==> config.mk <==
export PLATFORM = sky130hd
export DESIGN_NAME = alu_control_secuencial
export DESIGN_NICKNAME = d
export VERILOG_FILES = /design/src/rtl/alu_pkg.sv /design/src/rtl/boton_debounce.sv /design/src/rtl/alu_control_secuencial.sv
export SDC_FILE = /design/constraint.sdc
export NUM_CORES = 1
export LEC_CHECK = 0
export CORE_MARGIN = 2
export CORE_UTILIZATION = 53
export DETAILED_ROUTE_END_ITERATION = 7
export HOLD_SLACK_MARGIN = 0.1
export PLACE_DENSITY = 0.78
export REMOVE_ABC_BUFFERS = 1
export SYNTH_ARGS = -nofsm -noshare
export SYNTH_HDL_FRONTEND = slang
export SYNTH_HIERARCHICAL = 1
export SYNTH_SLANG_ARGS = --single-unit
==> constraint.sdc <==
create_clock -name i_clock -period 2.4 [get_ports i_clock]
set_clock_uncertainty 0.2 [all_clocks]
set_input_delay 0.48 -clock i_clock [delete_from_list [all_inputs] [get_ports i_clock]]
set_output_delay 0.48 -clock i_clock [all_outputs]
set_load 0.005 [all_outputs]
==> src/rtl/alu_pkg.sv <==
// Shared definitions for the ALU operand/opcode loader: FSM encoding, button
// indices and default widths.
package alu_pkg;

    localparam logic [1:0] IDLE = 2'd0;
    localparam logic [1:0] EXEC = 2'd1;
    localparam logic [1:0] DONE = 2'd2;

    typedef enum logic [1:0] {
        StIdle = IDLE,
        StExec = EXEC,
        StDone = DONE
    } alu_state_e;

    localparam int unsigned BTN_A    = 0;
    localparam int unsigned BTN_B    = 1;
    localparam int unsigned BTN_OP   = 2;
    localparam int unsigned BTN_EXEC = 3;

    localparam int unsigned DEF_BUS_DATOS       = 4;
    localparam int unsigned DEF_BUS_SALIDA      = 4;
    localparam int unsigned DEF_CANT_BIT_OPCODE = 4;
    localparam int unsigned DEF_CANT_BOTONES    = 4;
    localparam int unsigned DEF_DEBOUNCE_CYCLES = 1000000;
    localparam int unsigned DEF_ALU_LATENCY     = 1;

endpackage

==> src/rtl/boton_debounce.sv <==
// One board button: 2-FF synchroniser, debounce counter, debounced level and a
// single-cycle pulse on each accepted rising edge.
module boton_debounce #(
    parameter int unsigned DEBOUNCE_CYCLES = 1000000
) (
    input  logic i_clock,
    input  logic i_reset,
    input  logic i_boton,
    output logic o_press
);

    localparam int unsigned CntW = (DEBOUNCE_CYCLES > 1) ? $clog2(DEBOUNCE_CYCLES) : 1;
    localparam logic [CntW-1:0] CntLast = CntW'(DEBOUNCE_CYCLES - 1);

    logic            sync1_q;
    logic            sync2_q;
    logic            estado_q;
    logic            estado_d;
    logic            previo_q;
    logic [CntW-1:0] cnt_q;
    logic [CntW-1:0] cnt_d;

    // The level is accepted on the DEBOUNCE_CYCLES-th consecutive differing sample.
    always_comb begin
        estado_d = estado_q;
        cnt_d    = cnt_q;
        if (sync2_q == estado_q) begin
            cnt_d = '0;
        end else if (cnt_q == CntLast) begin
            estado_d = sync2_q;
            cnt_d    = '0;
        end else begin
            cnt_d = cnt_q + 1'b1;
        end
    end

    always_ff @(posedge i_clock) begin
        if (i_reset) begin
            sync1_q  <= 1'b0;
            sync2_q  <= 1'b0;
            estado_q <= 1'b0;
            previo_q <= 1'b0;
            cnt_q    <= '0;
        end else begin
            sync1_q  <= i_boton;
            sync2_q  <= sync1_q;
            estado_q <= estado_d;
            previo_q <= estado_q;
            cnt_q    <= cnt_d;
        end
    end

    assign o_press = estado_q & ~previo_q;

endmodule

==> src/rtl/alu_control_secuencial.sv <==
// Loads ALU operands and opcode from the switches on debounced button presses and
// latches the external ALU result a fixed latency after an execute press.
module alu_control_secuencial
    import alu_pkg::*;
#(
    parameter int unsigned BUS_DATOS       = DEF_BUS_DATOS,
    parameter int unsigned BUS_SALIDA      = DEF_BUS_SALIDA,
    parameter int unsigned CANT_BIT_OPCODE = DEF_CANT_BIT_OPCODE,
    parameter int unsigned CANT_BOTONES    = DEF_CANT_BOTONES,
    parameter int unsigned DEBOUNCE_CYCLES = DEF_DEBOUNCE_CYCLES,
    parameter int unsigned ALU_LATENCY     = DEF_ALU_LATENCY
) (
    input  logic                       i_clock,
    input  logic                       i_reset,
    input  logic [BUS_DATOS-1:0]       i_switches,
    input  logic [CANT_BOTONES-1:0]    i_botones,
    input  logic [BUS_SALIDA-1:0]      i_resultado,
    output logic [BUS_DATOS-1:0]       o_operando_1,
    output logic [BUS_DATOS-1:0]       o_operando_2,
    output logic [CANT_BIT_OPCODE-1:0] o_opcode,
    output logic [BUS_SALIDA-1:0]      o_leds,
    output logic                       o_busy,
    output logic                       o_valid,
    output logic                       o_error
);

    localparam int unsigned LatW = (ALU_LATENCY > 1) ? $clog2(ALU_LATENCY) : 1;
    localparam logic [LatW-1:0] LatLast = LatW'(ALU_LATENCY - 1);

    logic [CANT_BOTONES-1:0] press;
    logic                    single;
    logic                    multi;

    for (genvar k = 0; k < CANT_BOTONES; k++) begin : g_boton
        boton_debounce #(
            .DEBOUNCE_CYCLES(DEBOUNCE_CYCLES)
        ) u_boton (
            .i_clock(i_clock),
            .i_reset(i_reset),
            .i_boton(i_botones[k]),
            .o_press(press[k])
        );
    end

    assign single = $onehot(press);
    assign multi  = (press != '0) && !single;

    alu_state_e                 state_q, state_d;
    logic [LatW-1:0]            lat_q, lat_d;
    logic [BUS_DATOS-1:0]       op1_q, op1_d;
    logic [BUS_DATOS-1:0]       op2_q, op2_d;
    logic [CANT_BIT_OPCODE-1:0] opc_q, opc_d;
    logic [BUS_SALIDA-1:0]      leds_q, leds_d;
    logic                       valid_q, valid_d;
    logic                       error_q, error_d;

    always_comb begin
        state_d = state_q;
        lat_d   = lat_q;
        op1_d   = op1_q;
        op2_d   = op2_q;
        opc_d   = opc_q;
        leds_d  = leds_q;
        valid_d = 1'b0;
        error_d = multi;
        unique case (state_q)
            StIdle: begin
                if (single) begin
                    if (press[BTN_A]) op1_d = i_switches;
                    if (press[BTN_B]) op2_d = i_switches;
                    if (press[BTN_OP]) opc_d = i_switches[CANT_BIT_OPCODE-1:0];
                    if (press[BTN_EXEC]) begin
                        state_d = StExec;
                        lat_d   = '0;
                    end
                end
            end
            // Operands stay frozen here; every press is dropped.
            StExec: begin
                if (lat_q == LatLast) begin
                    state_d = StDone;
                end else begin
                    lat_d = lat_q + 1'b1;
                end
            end
            StDone: begin
                leds_d  = i_resultado;
                valid_d = 1'b1;
                state_d = StIdle;
            end
            default: state_d = StIdle;
        endcase
    end

    always_ff @(posedge i_clock) begin
        if (i_reset) begin
            state_q <= StIdle;
            lat_q   <= '0;
            op1_q   <= '0;
            op2_q   <= '0;
            opc_q   <= '0;
            leds_q  <= '0;
            valid_q <= 1'b0;
            error_q <= 1'b0;
        end else begin
            state_q <= state_d;
            lat_q   <= lat_d;
            op1_q   <= op1_d;
            op2_q   <= op2_d;
            opc_q   <= opc_d;
            leds_q  <= leds_d;
            valid_q <= valid_d;
            error_q <= error_d;
        end
    end

    assign o_operando_1 = op1_q;
    assign o_operando_2 = op2_q;
    assign o_opcode     = opc_q;
    assign o_leds       = leds_q;
    assign o_busy       = (state_q == StExec);
    assign o_valid      = valid_q;
    assign o_error      = error_q;

endmodule

Word-level counts from Yosys, hierarchy flattened
Cells that the tools add are included.
{"block": "word_totals", "reg_bits": 117, "memories": 0, "romBits": 0, "ramBits": 0, "in_bits": 14, "latchBits": 0, "out_inout_bits": 19, "word_cells": 89}
{"block": "classes", "bitwise_logic": 12, "order_cmp": 0, "n_div": 0, "mul": 0, "addsub": 8, "reduce_logical": 18, "n_eq_ne": 14, "muxes": 9, "shifts": 0}
{"operator": "adder 20 x 1 -> 20 bit (second input constant)", "count": 4}
{"operator": "== test 20 bit (second input constant)", "count": 4}
{"operator": "AND reduction 3 bit", "count": 5}
{"operator": "OR reduction 3 bit", "count": 4}
{"operator": "inverter 1 bit", "count": 8}
{"operator": "AND reduction 2 bit", "count": 4}
{"operator": "two-way mux 2 bit", "count": 3}
{"operator": "adder 1 x 1 -> 2 bit", "count": 2}
{"operator": "AND 1 bit", "count": 4}
{"operator": "== test 1 bit", "count": 4}
{"operator": "two-way mux 1 bit", "count": 4}
{"operator": "!= test 2 bit (second input constant)", "count": 2}
{"operator": "one-hot mux 2 bit (2 select lines)", "count": 1}
{"operator": "nonzero test 4 bit", "count": 1}
{"operator": "adder 2 x 2 -> 3 bit", "count": 1}
{"operator": "== test 3 x 1 -> 1 bit (second input constant)", "count": 1}
{"operator": "== test 2 x 1 -> 1 bit (second input constant)", "count": 1}
{"operator": "== test 2 bit (second input constant)", "count": 1}
{"operator": "logical NOT 2 bit", "count": 1}
{"operator": "!= test 2 x 1 -> 1 bit (second input constant)", "count": 1}
{"operator": "one-hot mux 1 bit (2 select lines)", "count": 1}
{"operator": "nonzero test 2 bit", "count": 1}
{"operator": "adder 1 bit (second input constant)", "count": 1}
{"operator": "logical AND 1 bit", "count": 1}
{"operator": "logical NOT 1 bit", "count": 1}

Longest topological paths before layout
Gate-level depths: netlist of the first run.
{"block": "depth", "word_depth": 7, "ltp_mapped": 9, "mapped_depth_nobuf": 9}

Modules after synthesis
Netlist of the first run, hierarchy kept.
{"module": "boton_debounce", "cells_per_inst": 116, "area_each_um2": 1048.5, "seq_area_each_um2": 480.5, "instances": 4}
{"module": "alu_control_secuencial", "cells_per_inst": 83, "area_each_um2": 904.6, "seq_area_each_um2": 400.4, "instances": 1}

Worst setup path before layout of the first run
No wires, ideal clock.
{"block": "synth_timing", "path_kind": "register to register", "startpoint": "register g_boton[0].u_boton.estado_q", "endpoint": "register op1_q[2], in the netlist o_operando_1[2]", "n_path_buf": 0, "synth_period_minus_slack_ns": 2.561, "t_required_ns": 2.128, "path_stages_with_launch": 10, "slack_ns": -0.161, "setup_time_ns": 0.072, "arrival_time_ns": 2.289, "path_cell_list": "dfxtp_1 > nor2b_1 > inv_1 > fa_1 > inv_1 > ha_1 > ha_1 > nor4b_4 > nor3b_2 > mux2i_1"}
{"block": "synth_between", "elab_chain_cells": 5}
{"item": "start, declared", "line_no": "boton_debounce.sv:17", "text": "logic estado_q;"}
{"item": "start signal, assigned", "line_no": "boton_debounce.sv:47", "text": "estado_q <= estado_d;"}
{"item": "AND 1 bit *", "line_no": "boton_debounce.sv:53", "text": "assign o_press = estado_q & ~previo_q;"}
{"item": "via press[0]", "line_no": "alu_control_secuencial.sv:30", "text": "logic [CANT_BOTONES-1:0] press;"}
{"item": "adder 1 x 1 -> 2 bit (implied by the code)", "line_no": "alu_control_secuencial.sv:45", "text": "assign single = $onehot(press);"}
{"item": "adder 2 x 2 -> 3 bit (implied by the code)", "line_no": "alu_control_secuencial.sv:45"}
{"item": "== test 3 x 1 -> 1 bit", "line_no": "alu_control_secuencial.sv:45"}
{"item": "AND reduction 3 bit (no source line) *"}
{"item": "end signal, assigned", "line_no": "alu_control_secuencial.sv:108", "text": "op1_q <= op1_d;"}
{"item": "end, declared", "line_no": "alu_control_secuencial.sv:50", "text": "logic [BUS_DATOS-1:0] op1_q, op1_d;"}
The timed path passes the listed nets; every way through them passes the cells marked *.
A chain may end at the register's enable or synchronous reset.

Worst setup path in the final report of the first run
{"block": "layout_timing", "startpoint": "register g_boton[3].u_boton.estado_q", "endpoint": "register op2_q[2], in the netlist o_operando_2[2]"}
{"block": "layout_between", "elab_chain_cells": 5}
{"item": "start, declared", "line_no": "boton_debounce.sv:17"}
{"item": "start signal, assigned", "line_no": "boton_debounce.sv:47"}
{"item": "AND 1 bit", "line_no": "boton_debounce.sv:53"}
{"item": "via press[3]", "line_no": "alu_control_secuencial.sv:30"}
{"item": "adder 1 x 1 -> 2 bit (implied by the code)", "line_no": "alu_control_secuencial.sv:45"}
{"item": "adder 2 x 2 -> 3 bit (implied by the code)", "line_no": "alu_control_secuencial.sv:45"}
{"item": "== test 3 x 1 -> 1 bit", "line_no": "alu_control_secuencial.sv:45"}
{"item": "AND reduction 3 bit (no source line)"}
{"item": "end signal, assigned", "line_no": "alu_control_secuencial.sv:109", "text": "op2_q <= op2_d;"}
{"item": "end, declared", "line_no": "alu_control_secuencial.sv:51", "text": "logic [BUS_DATOS-1:0] op2_q, op2_d;"}
The timed path passes the listed nets, and every way through them passes these cells.

==> results.yml, run 1 <==
sta:
  fin_crit_sh_pct: 105
  finalMaxSlewViolations: 0
  fin_setup_tns_ns: -1.04
  hold_viol: 0
  finalCriticalPeriod_ns: 2.52
  setup_violations: 12
  worst_slack_ns: -0.116
  worstMarginPinSlew_ns: 0.758
  fmax_ghz: 0.397
  rsz0062_at_grt: "yes"
  maxSlewHeadroom_pct: 49.4
die:
  chipWidth_um: 102
  io_pins: 33
  initial_utilization_pct: 54.9
  rows: 35
  coreArea_mm2: 0.00928
  die_height_um: 102
  dieArea_mm2: 0.0104
routing:
  vias: 3912
  firstDrtPassIters: 4
  vias_per_cell: 5.31
  wl_per_cell_um: 13.4
  drt_iter0_markers: 92
  drcViolationCount: 0
  wl_um: 9910
  antenna_left: 0
setup_path:
  cp-start-kind: "register"
  path_class: "register to register"
  crit_path_max_fanout: 4
  rr_worst_depth: 10
  critical_path_arrival_ns: 2.72
  crit_required_ns: 2.60
  r2r_setup_slack_ns: -0.12
  r2r-start: "g_boton[3].u_boton/estado_q"
  end_kind: "register"
  rr_endpoint: "o_operando_2[2]"
placed_design:
  gp_congestion: 0.802
  placedCellCount: 701
  dp_slack_ns: -0.267
  port_buffers: 32
  place_hpwl_um: 6500
run:
  cap_violations: 0
yosys:
  synth_top_area_share_pct: 45.5
  synth-edff-count: 0
  synth_area_per_cell_um2: 9.32
  synth_cells: 547
  synth_ff_type: "dfxtp_1"
  synth.distinct_cells: 41
  seq_area_frac_synth_pct: 45.5
  netlist_area_mm2: 0.00510
  synth-seq-cells: 116
  synth_top_area_cell: "dfxtp_1"
  synthArstFlopShare_pct: 0
  yosys_warnings: 6
  netlist_top_cells_area: "dfxtp_1 46%, xnor2_1 6.2%, nor2_1 4.6%"
power:
  max-vdd-ir-drop_v: 0.000485
  pwr-share-seq_pct: 42.7
  p_comb_share_pct: 1.5
  p_per_area_mw_per_mm2: 722
  clockPowerShare_pct: 55.8
  switchingPower_uw: 956
  leakage_nw: 2.11
  swShare_pct: 21.0
  internal-power_mw: 3.59
worst_hold_path:
  min_delay_path_depth: 1
  hold_start: "g_boton[2].u_boton/sync1_q"
  worst_hold_path_type: "register to register"
  hold_end: "g_boton[2].u_boton/sync2_q"
finish:
  area_growth_syn_to_layout_pct: 23.4
  largest_reg_flops: 80
  layout_common_cells: "113 x dfxtp_1, 62 x nor2_1, 36 x xnor2_1, 32 x clkdlybuf4s50_1, 28 x a21oi_1"
  layout_commonest_cell: "dfxtp_1"
  utilization_pct: 67.8
  antenna_cells: 0
  largest_register: "g_boton.u_boton/cnt_q"
  finalNetCount: 617
  drive_gt1_share_pct: 15.1
  stdcell_count: 737
grt:
  grt_usage_pct: 21.0
  grt_max_degree: 31
  grt_pass1_wl_um: 17100
  overflow: 0
  antenna_found_initial: 0
  grt_pass1_vias: 3851
cts:
  cts_tree: "built"
  cts_buffers: 17
  clock_sinks: 116
  cts_hold_buf: 0
  insertion_delay_ns: 0.53
  path_clk_slew_ns: 0.06
  cts_root_buffer: "clkbuf_8"
  cts_buffer_depth: 2
  htreeDepth: 4
outcome:
  status: "finished, violations left"
  violations: "setup timing"
## worst max-delay path, cell delays in order (launching register included)
cell and delay (ns):
dfxtp_2 0.32, nor2b_4 0.14, inv_2 0.04, fa_1 0.55
inv_2 0.06, ha_4 0.16, ha_4 0.16, nor4b_4 0.29
buf_4 0.16, nand3b_1 0.14, mux2i_1 0.16
## Yosys cell counts, types with 7 or more instances
cell / instances
or4_1: 16
clkbuf_1: 10
dfxtp_1: 116
xnor2_1: 36
o21ai_0: 20
nor4b_1: 8
nand3_2: 8
mux2i_1: 16
xor2_1: 12
nor3_1: 16
a21oi_1: 28
nor2b_1: 23
nand3_1: 24
or3_1: 24
nand2b_1: 16
ha_1: 7
o31ai_1: 8
nand2_1: 16
inv_1: 25
nor2_1: 62
## cell type report
class / count / area, um^2
Clock buffer: 18 / 428
Clock inverter: 14 / 178
Fill cell: 727 / 2990
Inverter: 25 / 93.8
Multi-Input combinational cell: 387 / 2650
Sequential cell: 116 / 2330
Tap cell: 129 / 161
Timing Repair Buffer: 48 / 453
## worst max path at each step
stage | from | endpoint | slack (ns)
after floorplan | g_boton[0].u_boton/estado_q | o_operando_1[2] | -0.16
after global placement | g_boton[0].u_boton/estado_q | o_opcode[2] | -0.17
after detailed placement | g_boton[0].u_boton/estado_q | o_operando_1[3] | -0.27
after CTS | g_boton[3].u_boton/estado_q | o_operando_1[3] | -0.17
after global routing | g_boton[3].u_boton/estado_q | o_operando_1[3] | -0.24
final | g_boton[3].u_boton/estado_q | o_operando_2[2] | -0.12
## power groups by stage
stage	clock (mW)	combinational [mW]	sequential (mW)
finish	2.53	0.0695	1.94
global route	2.66	0.0752	1.94
CTS	2.59	0.0705	1.94
detailed placement	0	0.0693	1.98
global placement	0	0.0686	1.98
floorplan	0	0.0257	1.98
## logic make-up (layout without fill, tap and decap cells)
logic type / after synthesis / count (layout) / synth area share [%]
adder cells (fa/ha/maj): 8 / 8 / 2.11
AO/OA/AOI/OAI: 61 / 61 / 6.82
multiplexers: 20 / 20 / 4.02
flip-flops: 116 / 116 / 45.5
XOR/XNOR: 48 / 48 / 8.25
buffers and inverters: 44 / 105 / 3.95
AND/OR/NAND/NOR: 250 / 250 / 29.3
## per-layer routing
layer,wire [um],track usage (%),vias up,share of wire [%]
met5,0,0,-,0
met4,174,8.10,0,1.8
met3,363,6.70,14,3.7
met2,5060,36.1,62,51
met1,4310,24.4,1837,44
li1,-,-,1999,-
## stage by stage
step	area, um^2	hold slack, ns	total power [mW]
detailed placement	5580	0.228	2.05
CTS	6260	0.250	4.59
floorplan	4990	0.214	2.01
global placement	5580	0.219	2.05
finish	6290	0.244	4.54
global route	6290	0.266	4.68
## timing repair
item                                    in CTS  in global routing
resized for setup                           18                  5
buffers inserted                             2                  2
endpoints found under the setup margin      14                 18
pin swaps                                    3                  3
(Power assumes the default switching activity.)
==> run 2, diff against run 1 <==
--- a/config.mk
+++ b/config.mk
@@ -9,9 +9,8 @@
 export CORE_UTILIZATION = 53
 export DETAILED_ROUTE_END_ITERATION = 7
 export HOLD_SLACK_MARGIN = 0.1
-export PLACE_DENSITY = 0.78
+export PLACE_DENSITY = 0.79
 export REMOVE_ABC_BUFFERS = 1
 export SYNTH_ARGS = -nofsm -noshare
 export SYNTH_HDL_FRONTEND = slang
-export SYNTH_HIERARCHICAL = 1
 export SYNTH_SLANG_ARGS = --single-unit
==> run 2 against run 1 <==
  * First-iteration DRC count up 53%
  * Largest cell class unchanged
  * The flow still finishes with violations (setup timing)
  * Global-route usage grew 1.9 points
  * Synthesized area shrank 2.6%
  * Sequential power hardly changed
  * Non-clock buffer count increased by 18
  * Via count increased by 6.7%
  * Routed wire length up 10%
  * Combinational power about the same
  * Cell count grew 1.2%
==> results.yml, run 2 <==
outcome:
  status: "finished, violations left"
  violations: "setup timing"
finish:
  largest_register: "g_boton.u_boton.cnt_q"
  multi_input_area_mm2: 0.00257
  finalNetCount: 644
  utilization_pct: 69.0
  layout_commonest_cell: "dfxtp_1"
  postLayoutCellArea_mm2: 0.00631
  antenna_cells: 0
  ff_latch_area_mm2: 0.00233
  drive_gt1_share_pct: 13.4
  stdcell_count: 746
  fillCellCount: 642
  area_growth_syn_to_layout_pct: 27.2
  layout_common_cells: "113 x dfxtp_1, 84 x nor2_1, 41 x xnor2_1, 32 x clkdlybuf4s50_1, 28 x buf_4"
  largest_reg_flops: 80
cts:
  htreeDepth: 4
  cts_buffers: 17
  clock_sinks: 116
  cts_tree: "built"
  cts_buffer_depth: 2
  insertion_delay_ns: 0.52
  cts_root_buffer: "clkbuf_8"
  path_clk_slew_ns: 0.05
yosys:
  synth_ff_type: "dfxtp_1"
  seq_area_frac_synth_pct: 46.8
  synth_top_family_by_area: "simple AND/OR/NAND/NOR gates"
  synthMuxAreaShare_pct: 3.22
  synth_area_per_cell_um2: 9.00
  synth-seq-cells: 116
  synth_cells: 552
  synthArstFlopShare_pct: 0
  post_synth_xor_area_fraction_pct: 9.70
  yosys_warnings: 0
  synth-adder-area-share_pct: 2.17
  synth.distinct_cells: 40
  synth_top_area_cell: "dfxtp_1"
  netlist_top_cells_area: "dfxtp_1 47%, xnor2_1 7.2%, nor2_1 6.3%"
  netlist_area_mm2: 0.00497
  synth_top_area_share_pct: 46.8
  synth_common_cells: "116 x dfxtp_1, 84 x nor2_1, 41 x xnor2_1"
  synth-edff-count: 0
  synth-compound-area-share_pct: 6.55
  yosys.area_share.simple_pct: 28.7
  synth.most_common_cell: "dfxtp_1"
power:
  clockPowerShare_pct: 55.6
  swShare_pct: 20.4
  internal-power_mw: 3.60
  max-vdd-ir-drop_v: 0.000389
  pwr-share-seq_pct: 42.9
  switchingPower_uw: 925
  leakage_nw: 2.13
  p_per_area_mw_per_mm2: 717
  p_comb_share_pct: 1.5
setup_path:
  slowest_delay_ns: 0.54
  path_class: "register to register"
  cp_cell_sequence: "nor2b_4, fa_1, ha_2, ha_4, nor3b_2, buf_4, nand3_2, buf_6, mux2i_1, nor2_1"
  r2r_setup_slack_ns: -0.12
  crit_path_max_fanout: 4
  cp-start-kind: "register"
  crit_required_ns: 2.60
  critical_path_arrival_ns: 2.72
  cp_slowest_cell: "fa_1"
  end_kind: "register"
die:
  coreArea_mm2: 0.00915
  io_pins: 33
  rows: 35
  chipWidth_um: 101
  dieArea_mm2: 0.0102
  initial_utilization_pct: 54.3
  die_height_um: 101
sta:
  fin_crit_sh_pct: 105
  worstMarginPinSlew_ns: 0.542
  hold_viol: 0
  maxSlewHeadroom_pct: 63.3
  finalMaxSlewViolations: 0
  rsz0062_at_grt: "yes"
  finalCriticalPeriod_ns: 2.52
  setup_violations: 13
  worst_slack_ns: -0.121
  fmax_ghz: 0.397
  fin_setup_tns_ns: -0.870
grt:
  overflow: 0
  grt_pass1_vias: 4169
  grt_pass1_wl_um: 18600
  grt_usage_pct: 22.9
  antenna_found_initial: 0
  grt_max_degree: 21
run:
  cap_violations: 0
placed_design:
  placedCellCount: 712
  place_hpwl_um: 7180
  dp_slack_ns: -0.213
  port_buffers: 32
  dpl_cell_area_mm2: 0.00561
  gp_congestion: 0.868
routing:
  antenna_left: 0
  drcViolationCount: 0
  wl_um: 10900
  drt_iter0_markers: 141
  firstDrtPassIters: 4
  vias_per_cell: 5.59
  wl_per_cell_um: 14.6
  vias: 4173
worst_hold_path:
  worst_hold_path_type: "register to register"
-- run 2: per-layer routing --
layer | vias to the layer above | global-route usage [%] | routed length (um)
li1 | 2083 | - | -
met1 | 1991 | 25.9 | 4570
met2 | 68 | 41.0 | 5790
met3 | 31 | 5.41 | 273
met4 | 0 | 9.80 | 303
met5 | - | 0 | 0
-- run 2: final timing paths --
kind	to	cells past startpoint	startpoint
setup / recovery	o_opcode[1]	10	g_boton[0].u_boton.estado_q
hold / removal	g_boton[0].u_boton.sync2_q	1	g_boton[0].u_boton.sync1_q
setup reg to reg	o_opcode[1]	10	g_boton[0].u_boton.estado_q
hold reg to reg	g_boton[0].u_boton.sync2_q	1	g_boton[0].u_boton.sync1_q
-- run 2: kinds of logic (layout without fill, tap and decap cells) --
family,Yosys count,count (layout)
compound gates,55,55
xor+xnor,55,55
fa+ha+maj,8,8
buf+inv,34,117
flops,116,116
mux,16,16
simple gates,268,268
-- run 2: layout make-up --
type,count,share of cell area (%)
Inverter,19,1.17
Timing Repair Buffer,66,9.61
Clock buffer,19,6.99
Multi-Input combinational cell,402,40.7
Clock inverter,13,2.48
Sequential cell,116,36.8
Tap cell,111,2.20
-- run 2: timing repair --
item                       CTS  global route
hold buffers                 0             0
setup endpoints to repair   12            27
pin swaps                    4            13
resized for setup           15             9
setup buffers                1             1
-- run 2: worst max-delay path: cells and delay by family, from the launching register on --
| family | cells | cell delay, ns |
|---|---|---|
| adders and majority gates | 3 | 0.94 |
| buffers and inverters | 2 | 0.31 |
| DFF | 1 | 0.31 |
| muxes | 1 | 0.18 |
| and+or+nand+nor | 4 | 0.47 |
-- run 2: power by group through the flow --
| stage | sequential (mW) | combinational, mW | clock (mW) |
|---|---|---|---|
| 6_report | 1.94 | 0.0694 | 2.52 |
| 3_3_place_gp | 1.98 | 0.0658 | 0 |
| 4_1_cts | 1.94 | 0.0680 | 2.55 |
| 5_1_grt | 1.94 | 0.0746 | 2.65 |
| 3_5_place_dp | 1.98 | 0.0669 | 0 |
| 2_1_floorplan | 1.98 | 0.0187 | 0 |
-- run 2: through the flow --
step	hold WS (ns)	total power [mW]
floorplan	0.214	2.00
global placement	0.220	2.05
detailed placement	0.227	2.05
CTS	0.245	4.56
global route	0.261	4.66
finish	0.245	4.53
